[src/rtl/uart_pkg.sv]
// ============================================================================
// uart_pkg -- shared state encoding and defaults for the UART TX arbiter.
// Rev 1.0
// ============================================================================
`default_nettype none

package uart_pkg;

  typedef enum logic [1:0] {
    ST_IDLE       = 2'd0,
    ST_WRITE      = 2'd1,
    ST_WAIT_START = 2'd2,
    ST_WAIT_DONE  = 2'd3
  } state_t;

  localparam int DEF_NREQ        = 4;
  localparam int DEF_WDOG_CYCLES = 32;

endpackage

`default_nettype wire

[src/rtl/uart_rr_arbiter.sv]
// ============================================================================
// uart_rr_arbiter -- stateless round-robin pick, searching from last_grant+1.
// Rev 1.0
// ============================================================================
`default_nettype none

module uart_rr_arbiter
  import uart_pkg::*;
#(
  parameter int NREQ = DEF_NREQ
) (
  input  logic [NREQ-1:0]         req,
  input  logic [$clog2(NREQ)-1:0] last_grant,
  output logic [$clog2(NREQ)-1:0] winner,
  output logic                    valid
);

  localparam int GW = $clog2(NREQ);

  int idx;

  // Walk from the farthest candidate to the nearest so the nearest set request wins.
  always_comb begin
    winner = '0;
    valid  = 1'b0;
    idx    = 0;
    for (int k = NREQ; k >= 1; k--) begin
      idx = (int'(last_grant) + k) % NREQ;
      if (req[GW'(idx)]) begin
        winner = GW'(idx);
        valid  = 1'b1;
      end
    end
  end

endmodule

`default_nettype wire

[src/rtl/uart_tx_arbiter.sv]
// ============================================================================
// uart_tx_arbiter -- shares one UART transmitter among NREQ byte requesters.
// Rev 1.0 -- optional watchdog enabled by defining UART_ARB_WDOG_EN.
// ============================================================================
`default_nettype none

module uart_tx_arbiter
  import uart_pkg::*;
#(
  parameter int NREQ        = DEF_NREQ,
  parameter int WDOG_CYCLES = DEF_WDOG_CYCLES
) (
  input  logic                    clk_uart,
  input  logic                    clrn,
  input  logic [NREQ-1:0]         req,
  input  logic [8*NREQ-1:0]       req_data,
  output logic [NREQ-1:0]         ack,
  output logic [$clog2(NREQ)-1:0] grant_id,
  output logic                    busy,
  output logic                    wrn,
  output logic [7:0]              d_in,
  input  logic                    t_empty,
  input  logic                    sending,
  output logic [15:0]             frames_sent,
  output logic                    wdog_err
);

  localparam int GW = $clog2(NREQ);

  state_t        state;
  logic [GW-1:0] last_grant;
  logic [GW-1:0] winner;
  logic          win_valid;
  logic          wdog_fire;

  uart_rr_arbiter #(
    .NREQ(NREQ)
  ) u_rr (
    .req       (req),
    .last_grant(last_grant),
    .winner    (winner),
    .valid     (win_valid)
  );

`ifdef UART_ARB_WDOG_EN
  localparam int WW = $clog2(WDOG_CYCLES + 1);

  logic [WW-1:0] wdog_cnt;
  logic          wdog_err_q;
  logic          in_wait;

  assign in_wait   = (state == ST_WAIT_START) || (state == ST_WAIT_DONE);
  assign wdog_fire = in_wait && (wdog_cnt == WW'(WDOG_CYCLES - 1));
  assign wdog_err  = wdog_err_q;

  // Counter is zero whenever not waiting, so entry to WAIT_START always starts from 0.
  always_ff @(posedge clk_uart) begin
    if (!clrn) begin
      wdog_cnt   <= '0;
      wdog_err_q <= 1'b0;
    end else begin
      if (wdog_fire) begin
        wdog_err_q <= 1'b1;
      end
      if (in_wait && !wdog_fire) begin
        wdog_cnt <= wdog_cnt + WW'(1);
      end else begin
        wdog_cnt <= '0;
      end
    end
  end
`else
  logic unused_wdog_cfg;

  assign unused_wdog_cfg = ^WDOG_CYCLES;
  assign wdog_fire       = 1'b0;
  assign wdog_err        = 1'b0;
`endif

  always_ff @(posedge clk_uart) begin
    if (!clrn) begin
      state       <= ST_IDLE;
      wrn         <= 1'b1;
      d_in        <= 8'h00;
      grant_id    <= '0;
      ack         <= '0;
      busy        <= 1'b0;
      frames_sent <= 16'h0000;
      last_grant  <= GW'(NREQ - 1);
    end else begin
      ack <= '0;
      wrn <= 1'b1;
      case (state)
        ST_IDLE: begin
          if (t_empty && !sending && win_valid) begin
            state    <= ST_WRITE;
            grant_id <= winner;
            d_in     <= req_data[{winner, 3'b000} +: 8];
            ack      <= {{(NREQ-1){1'b0}}, 1'b1} << winner;
            wrn      <= 1'b0;
            busy     <= 1'b1;
          end
        end
        ST_WRITE: begin
          state <= ST_WAIT_START;
        end
        ST_WAIT_START: begin
          if (wdog_fire) begin
            state      <= ST_IDLE;
            busy       <= 1'b0;
            last_grant <= grant_id;
          end else if (sending) begin
            state <= ST_WAIT_DONE;
          end
        end
        ST_WAIT_DONE: begin
          // A watchdog timeout abandons the frame: it is not counted as sent.
          if (wdog_fire) begin
            state      <= ST_IDLE;
            busy       <= 1'b0;
            last_grant <= grant_id;
          end else if (!sending) begin
            state       <= ST_IDLE;
            busy        <= 1'b0;
            frames_sent <= frames_sent + 16'd1;
            last_grant  <= grant_id;
          end
        end
        default: begin
          state <= ST_IDLE;
          busy  <= 1'b0;
        end
      endcase
    end
  end

endmodule

`default_nettype wire

[config.mk]
export PLATFORM = sky130hd
export DESIGN_NAME = uart_tx_arbiter
export DESIGN_NICKNAME = d
export VERILOG_FILES = /design/src/rtl/uart_pkg.sv /design/src/rtl/uart_rr_arbiter.sv /design/src/rtl/uart_tx_arbiter.sv
export SDC_FILE = /design/constraint.sdc
export NUM_CORES = 1
export LEC_CHECK = 0
export CAP_MARGIN = 25
export CELL_PAD_IN_SITES_DETAIL_PLACEMENT = 1
export CELL_PAD_IN_SITES_GLOBAL_PLACEMENT = 2
export CORE_MARGIN = 2
export CORE_UTILIZATION = 36
export DETAILED_ROUTE_END_ITERATION = 8
export DONT_BUFFER_PORTS = 1
export PLACE_DENSITY_LB_ADDON = 0.15
export REMOVE_ABC_BUFFERS = 1
export SYNTH_ARGS = -nofsm -noshare
export SYNTH_HDL_FRONTEND = slang
export SYNTH_SLANG_ARGS = --single-unit
[constraint.sdc]
create_clock -name clk_uart -period 2.25 [get_ports clk_uart]
set_clock_uncertainty 0.1 [all_clocks]
set_input_delay 0.225 -clock clk_uart [delete_from_list [all_inputs] [get_ports clk_uart]]
set_output_delay 0.225 -clock clk_uart [all_outputs]
set_load 0.03 [all_outputs]
* Word level (Yosys, flattened, before mapping) *
Index checks and enable logic that the tools add are counted.

word-level totals
  input port bits = 40
  memory bits (read-only) = 0
  memories = 0
  flip-flop bits (word level) = 36
  latch bits = 0
  RAM bits = 0

operators by class
  reduce and logical (&&, ||, !) cells = 11
  $mul = 0
  equal/unequal tests = 6
  div/mod/pow operators = 0
  bitwise operators = 1
  add/subtract/negate cells = 5
  magnitude comparators = 4
  mux-type cells = 28
  shift operators = 2

operators by type and width
  operator               number
  $shiftx 32x6->8        1
  $add 16x1->16 const B  1
  $lt 2x4->1 const B     4
  $mux 1                 15
  $mux 2                 7
  $reduce_and 3->1       3
  $bmux 1 s2             4
  $pmux 2 s4             1
  $ne 2x2->1 const B     3
  $reduce_and 2->1       3
  $add 2x1->2 const B    2
  $add 2x2->2 const B    2
  $eq 2x2->1 const B     2
  $shl 1x2->4 const A    1
  $eq 2x1->1 const B     1
  $logic_and 1x1->1      2
  $logic_not 2->1        1
  $pmux 1 s2             1
  $reduce_bool 2->1      1
  $logic_not 1->1        1
  $not 1->1              1

* Logic depth before layout (Yosys ltp) *
  word-level depth = 11
  gate-level depth with buffers = 8
  depth with buffers taken out = 7

* By module *
A second synthesis with hierarchy kept.

unflattened totals
  cell total of the unflattened synthesis = 189
  area total of the unflattened synthesis = 1765.4 µm²

by module, submodules not included
  module           area each (µm²)  instances  cells each  seq. area each (µm²)
  uart_tx_arbiter  1674.1           1          175         720.7
  uart_rr_arbiter  91.3             1          14          0.0

* Worst setup path after synthesis *
OpenSTA, ideal clock, no wires.

  kind = register to register
  start point = reg state[0]
  end point = reg d_in[0]
  setup time = 73 ps
  path buffers = 1
  arrival = 1655 ps
  stages on the path, launching flop included = 9
  setup slack = 422 ps
  path through = dfxtp_1 > inv_1 > ha_1 > inv_1 > nor4_4 > buf_6 > nand3_1 > mux2_2 > o211ai_2

on the way
  word-level cells in the longest chain between the ends = 2

ends and longest elaborated chain
  item                               line                    text
  start, declared                    uart_tx_arbiter.sv:30   state_t state;
  start signal, assigned             uart_tx_arbiter.sv:82   state <= ST_IDLE;
  start signal, assigned             uart_tx_arbiter.sv:96   state <= ST_WRITE;
  start signal, assigned             uart_tx_arbiter.sv:105  state <= ST_WAIT_START;
  $logic_not 2->1                    uart_tx_arbiter.sv:93   case (state)
  $reduce_and 2->1 (no source line)  -
  end signal, assigned               uart_tx_arbiter.sv:98   d_in <= req_data[{winner, 3'b000} +: 8];
  end, declared                      uart_tx_arbiter.sv:21   output logic [7:0] d_in,

Every way passes these cells.
A chain may end at the register's enable or synchronous reset.

* Worst setup path in the final report *
  start point = reg state[0]
  end point = reg d_in[3]

Same word-level chain as after synthesis.

==> flow_results.org <==
** Timing
- Final Hold Violating Endpoints :: 0
- The worst pin sits at a relative slew slack of around 62%.
- Max-slew violation total from the final report :: 0
- Setup violations remaining at the end of the flow were counted as 0.
- Transition time at the pin with the least slew margin :: ~0.57 ns
- Setup repair after global routing missed its margin :: no
- Final worst setup slack :: between 0.2 and 0.25 ns
- The worst path uses a little over 90% of the clock period.
- The worst path needs a little over 2 ns of the cycle, external delays included.
- Based on the critical path, the design can be clocked at up to just under 500 MHz.

** Clocking
- TritonCTS built the clock tree.
- CTS buffer count :: 5
- After clock tree synthesis, the setup repair step added 0 buffers.
- Number of clock sinks seen by CTS :: 36
- After clock tree synthesis, the clock-pin slew on the worst setup and hold paths is approximately 0.070 ns.
- The H-tree was split into 2 levels.
- Clock latency on the worst-skew pair, taken at its later pin, is between 0.2 and 0.3 ns.
- Clock buffer depth :: 2
- The tree is rooted in a clkbuf_8.

** Pwr
- Part of the total power dissipated in the clock network :: 29.2%
- Worst IR Drop VDD :: approximately 0.22 mV
- In this run switching power makes up approximately 33% of total power.
- Combinational logic burns between 10% and 20% of the power.
- Switch Pwr :: 488 uW
- Of the total power, registers draw about half.
- Dividing total power by cell area gives a power density of roughly 700 nW/um2.
- Leak Pwr :: 0.800 nW
- Internal power comes to 1.01 mW.

** GRT
- The via count of the first global-routing pass was roughly 1600.
- GRT overflow :: 0
- Pin count of the biggest net entering global routing :: 22
- Total Routing Usage GR :: approximately 16%
- Initial antenna violation count :: 0
- The first global-routing pass estimated 7640 um of wire.

** Place
- Placed cells :: roughly 270
- In this run the cell area measured after placement is a little over 2000 um2.
- Setup slack after placement :: between 0.02 and 0.03 ns
- Port Buf Inserts :: 0
- Final Wtd Congestion :: 0.749
- Post-detailed-placement half-perimeter wirelength :: around 3600 um

** Route
- Number of vias in the routed layout :: about 1500
- After detailed routing, the total wire length is 4810 um.
- After detailed routing, the average wire length per cell comes to between 15 and 20 um.
- In this run, the number of DRC markers left after iteration 0 of detailed routing was 42.
- Length of the first detailed-routing pass in iterations :: 4
- Number of routed nets with antenna violations :: 0
- In the routed design, unresolved DRC markers number 0.
- Using the TritonRoute via totals, the vias-per-cell ratio works out to 5.29.

** Layout
- Final cell count without fillers :: roughly 280
- Share of final-layout standard cells stronger than drive strength 1 :: between 10% and 20%
- Finished Cell Area :: ~2100 um2
- The net count of the finished layout is around 260.
- 0 antenna diodes ended up in the layout.
- Area growth from synthesis to layout :: 10.4%

** Floorplanning
- Core footprint :: ~5100 um2
- Total number of placement rows :: 26
- The initial utilization of the core area, before any placement, comes to between 30% and 40%.
- IO Pins :: 73
- Die boundary height :: about 77 um
- Floorplan die width :: about 77 um
- Die outline area :: ~6000 um2

** Critical path
- The worst setup path is launched from a flip-flop.
- R2R cell count :: 6
- CP Capture Type :: flip-flop
- At the worst endpoint, the required time is 2.36 ns.
- Kind of critical path :: reg2reg
- Of all nets on the critical path, the largest fanout is 10.
- Data arrival time of the worst path :: between 2 and 2.5 ns

** Outcome
- The run finished with clean final reports.

** Logic synthesis
- The Yosys step of the flow raised 0 warnings.
- Counting flops with an async set or reset pin after synthesis yields a share of 0%.
- Share of the synthesized area in the top cell type :: between 30% and 40%
- Mean instance size in the synthesized netlist :: 9.38 um2
- Sequential-to-total area share from yosys stat :: between 30% and 40%
- Most area-consuming cells after synthesis :: dfxtp_1, mux2i_1, o211ai_2, nand3_1, mux2_2
- Count of different cell masters after synthesis :: 43
- Post-Synthesis Cell Area :: slightly below 2000 um2
- Counting flops and latches in the post-synthesis netlist gives 36.
- Synthesized netlist cell count :: a little over 200
- Number of enable flip-flop cells after synthesis :: 0
- In the synthesized netlist the dominant register cell turns out to be dfxtp_1.
- Cell taking the most area after synthesis :: dfxtp_1

** Run
- The tool flagged a number of max-cap violations equal to 0.

** Min path
- Classification of the worst-slack hold path :: in2reg
- Counting instances, the worst hold path has a depth of 2.
==> Yosys cell counts, types with 3 or more instances <==
library cell  count
mux2_2            8
clkbuf_1          4
mux2i_1          16
nand3_1          19
nand2_1          20
nand2b_1          5
ha_1              5
nand4_1           6
dfxtp_1          36
xor2_1            9
o211ai_2          8
nor2b_1           4
buf_6             3
inv_1             4
nor2_1           20
and3_1            3
==> layer usage <==
metal	up-vias	wire, um	share of wire, %	GRT usage [%]
li1	738	-	-	-
met2	36	2300	48	26.3
met1	724	2130	44	19.2
met4	0	66	1.4	6.61
met5	-	0	0	0
met3	5	322	6.7	6.47
==> cell type report <==
cell class / count / area, um2
Timing Repair Buffer: 13 / 110
Tap cell: 70 / 87.6
Fill cell: 642 / 3010
Multi-Input combinational cell: 153 / 1120
Clock inverter: 1 / 5.00
Inverter: 5 / 21.3
Clock buffer: 6 / 72.6
Sequential cell: 36 / 721
==> through the flow <==
| step | power, mW | setup TNS, ns | hold WS, ns | utilization, % |
|---|---|---|---|---|
| floorplan | 1.00 | -0.249 | 0.187 | - |
| global placement | 1.05 | 0 | 0.190 | 39.3 |
| detailed placement | 1.07 | 0 | 0.193 | 39.3 |
| CTS | 1.52 | 0 | 0.0290 | 41.2 |
| global route | 1.58 | 0 | 0.0348 | 41.5 |
| finish | 1.50 | 0 | 0.0417 | 41.5 |
==> worst paths after layout <==
kind | startpoint | to | slack [ns]
hold reg to reg | last_grant[0]$_SDFFE_PN1P_ | last_grant[0]$_SDFFE_PN1P_ | 0.47
hold / removal | req_data[1] | d_in[1]$_SDFFE_PN0P_ | 0.04
setup reg to reg | state[0]$_SDFFE_PN0P_ | d_in[3]$_SDFFE_PN0P_ | 0.21
setup / recovery | state[0]$_SDFFE_PN0P_ | d_in[3]$_SDFFE_PN0P_ | 0.21
==> power groups by stage <==
stage | Combinational [mW] | Clock, mW | Sequential (mW)
after detailed placement | 0.282 | 0 | 0.790
after floorplan | 0.226 | 0 | 0.776
final | 0.289 | 0.437 | 0.773
after global routing | 0.322 | 0.482 | 0.781
after global placement | 0.263 | 0 | 0.786
after CTS | 0.288 | 0.460 | 0.775
==> logic make-up after synthesis <==
kind of cell / share of synthesized area, %
xor+xnor: 4.98
flops: 37.3
other cells: 0.194
fa+ha+maj: 3.24
mux: 12.9
buf+inv: 5.11
compound gates: 13.1
simple gates: 23.1
==> sequential cells by signal (all words and copies together), names as in the netlist <==
name	flops
wrn	1
d_in	8
busy	1
grant_id	2
frames_sent	16
last_grant	2
ack	4
state	2
==> worst max-delay path, stage by stage, from the launching register on <==
cell and delay, ns:
dfxtp_1 0.32, inv_1 0.12, ha_1 0.24, inv_1 0.11, nor4_4 0.35, or2b_1 0.47, o211ai_2 0.25
==> what timing repair did <==
| item | in CTS | in global routing |
|---|---|---|
| hold buffers | 2 | 0 |
| endpoints found under the hold margin | 6 | 0 |
| resized for setup | 0 | 0 |
==> layout by cell type, fill, tap and decap left out, drive strengths merged, types with 3 or more instances in the layout <==
master	netlist	final
nor2b	4	4
nor3	3	3
nand4	6	6
nor2	20	20
clkbuf	4	6
o211ai	8	8
inv	5	5
mux2i	16	16
dfxtp	36	36
mux2	8	8
nand2	20	20
nand2b	5	5
buf	8	11
o21ai	3	3
xor2	9	9
a21oi	3	3
and3	3	3
nand3	19	19
ha	5	5
(Power assumes the default switching activity.)
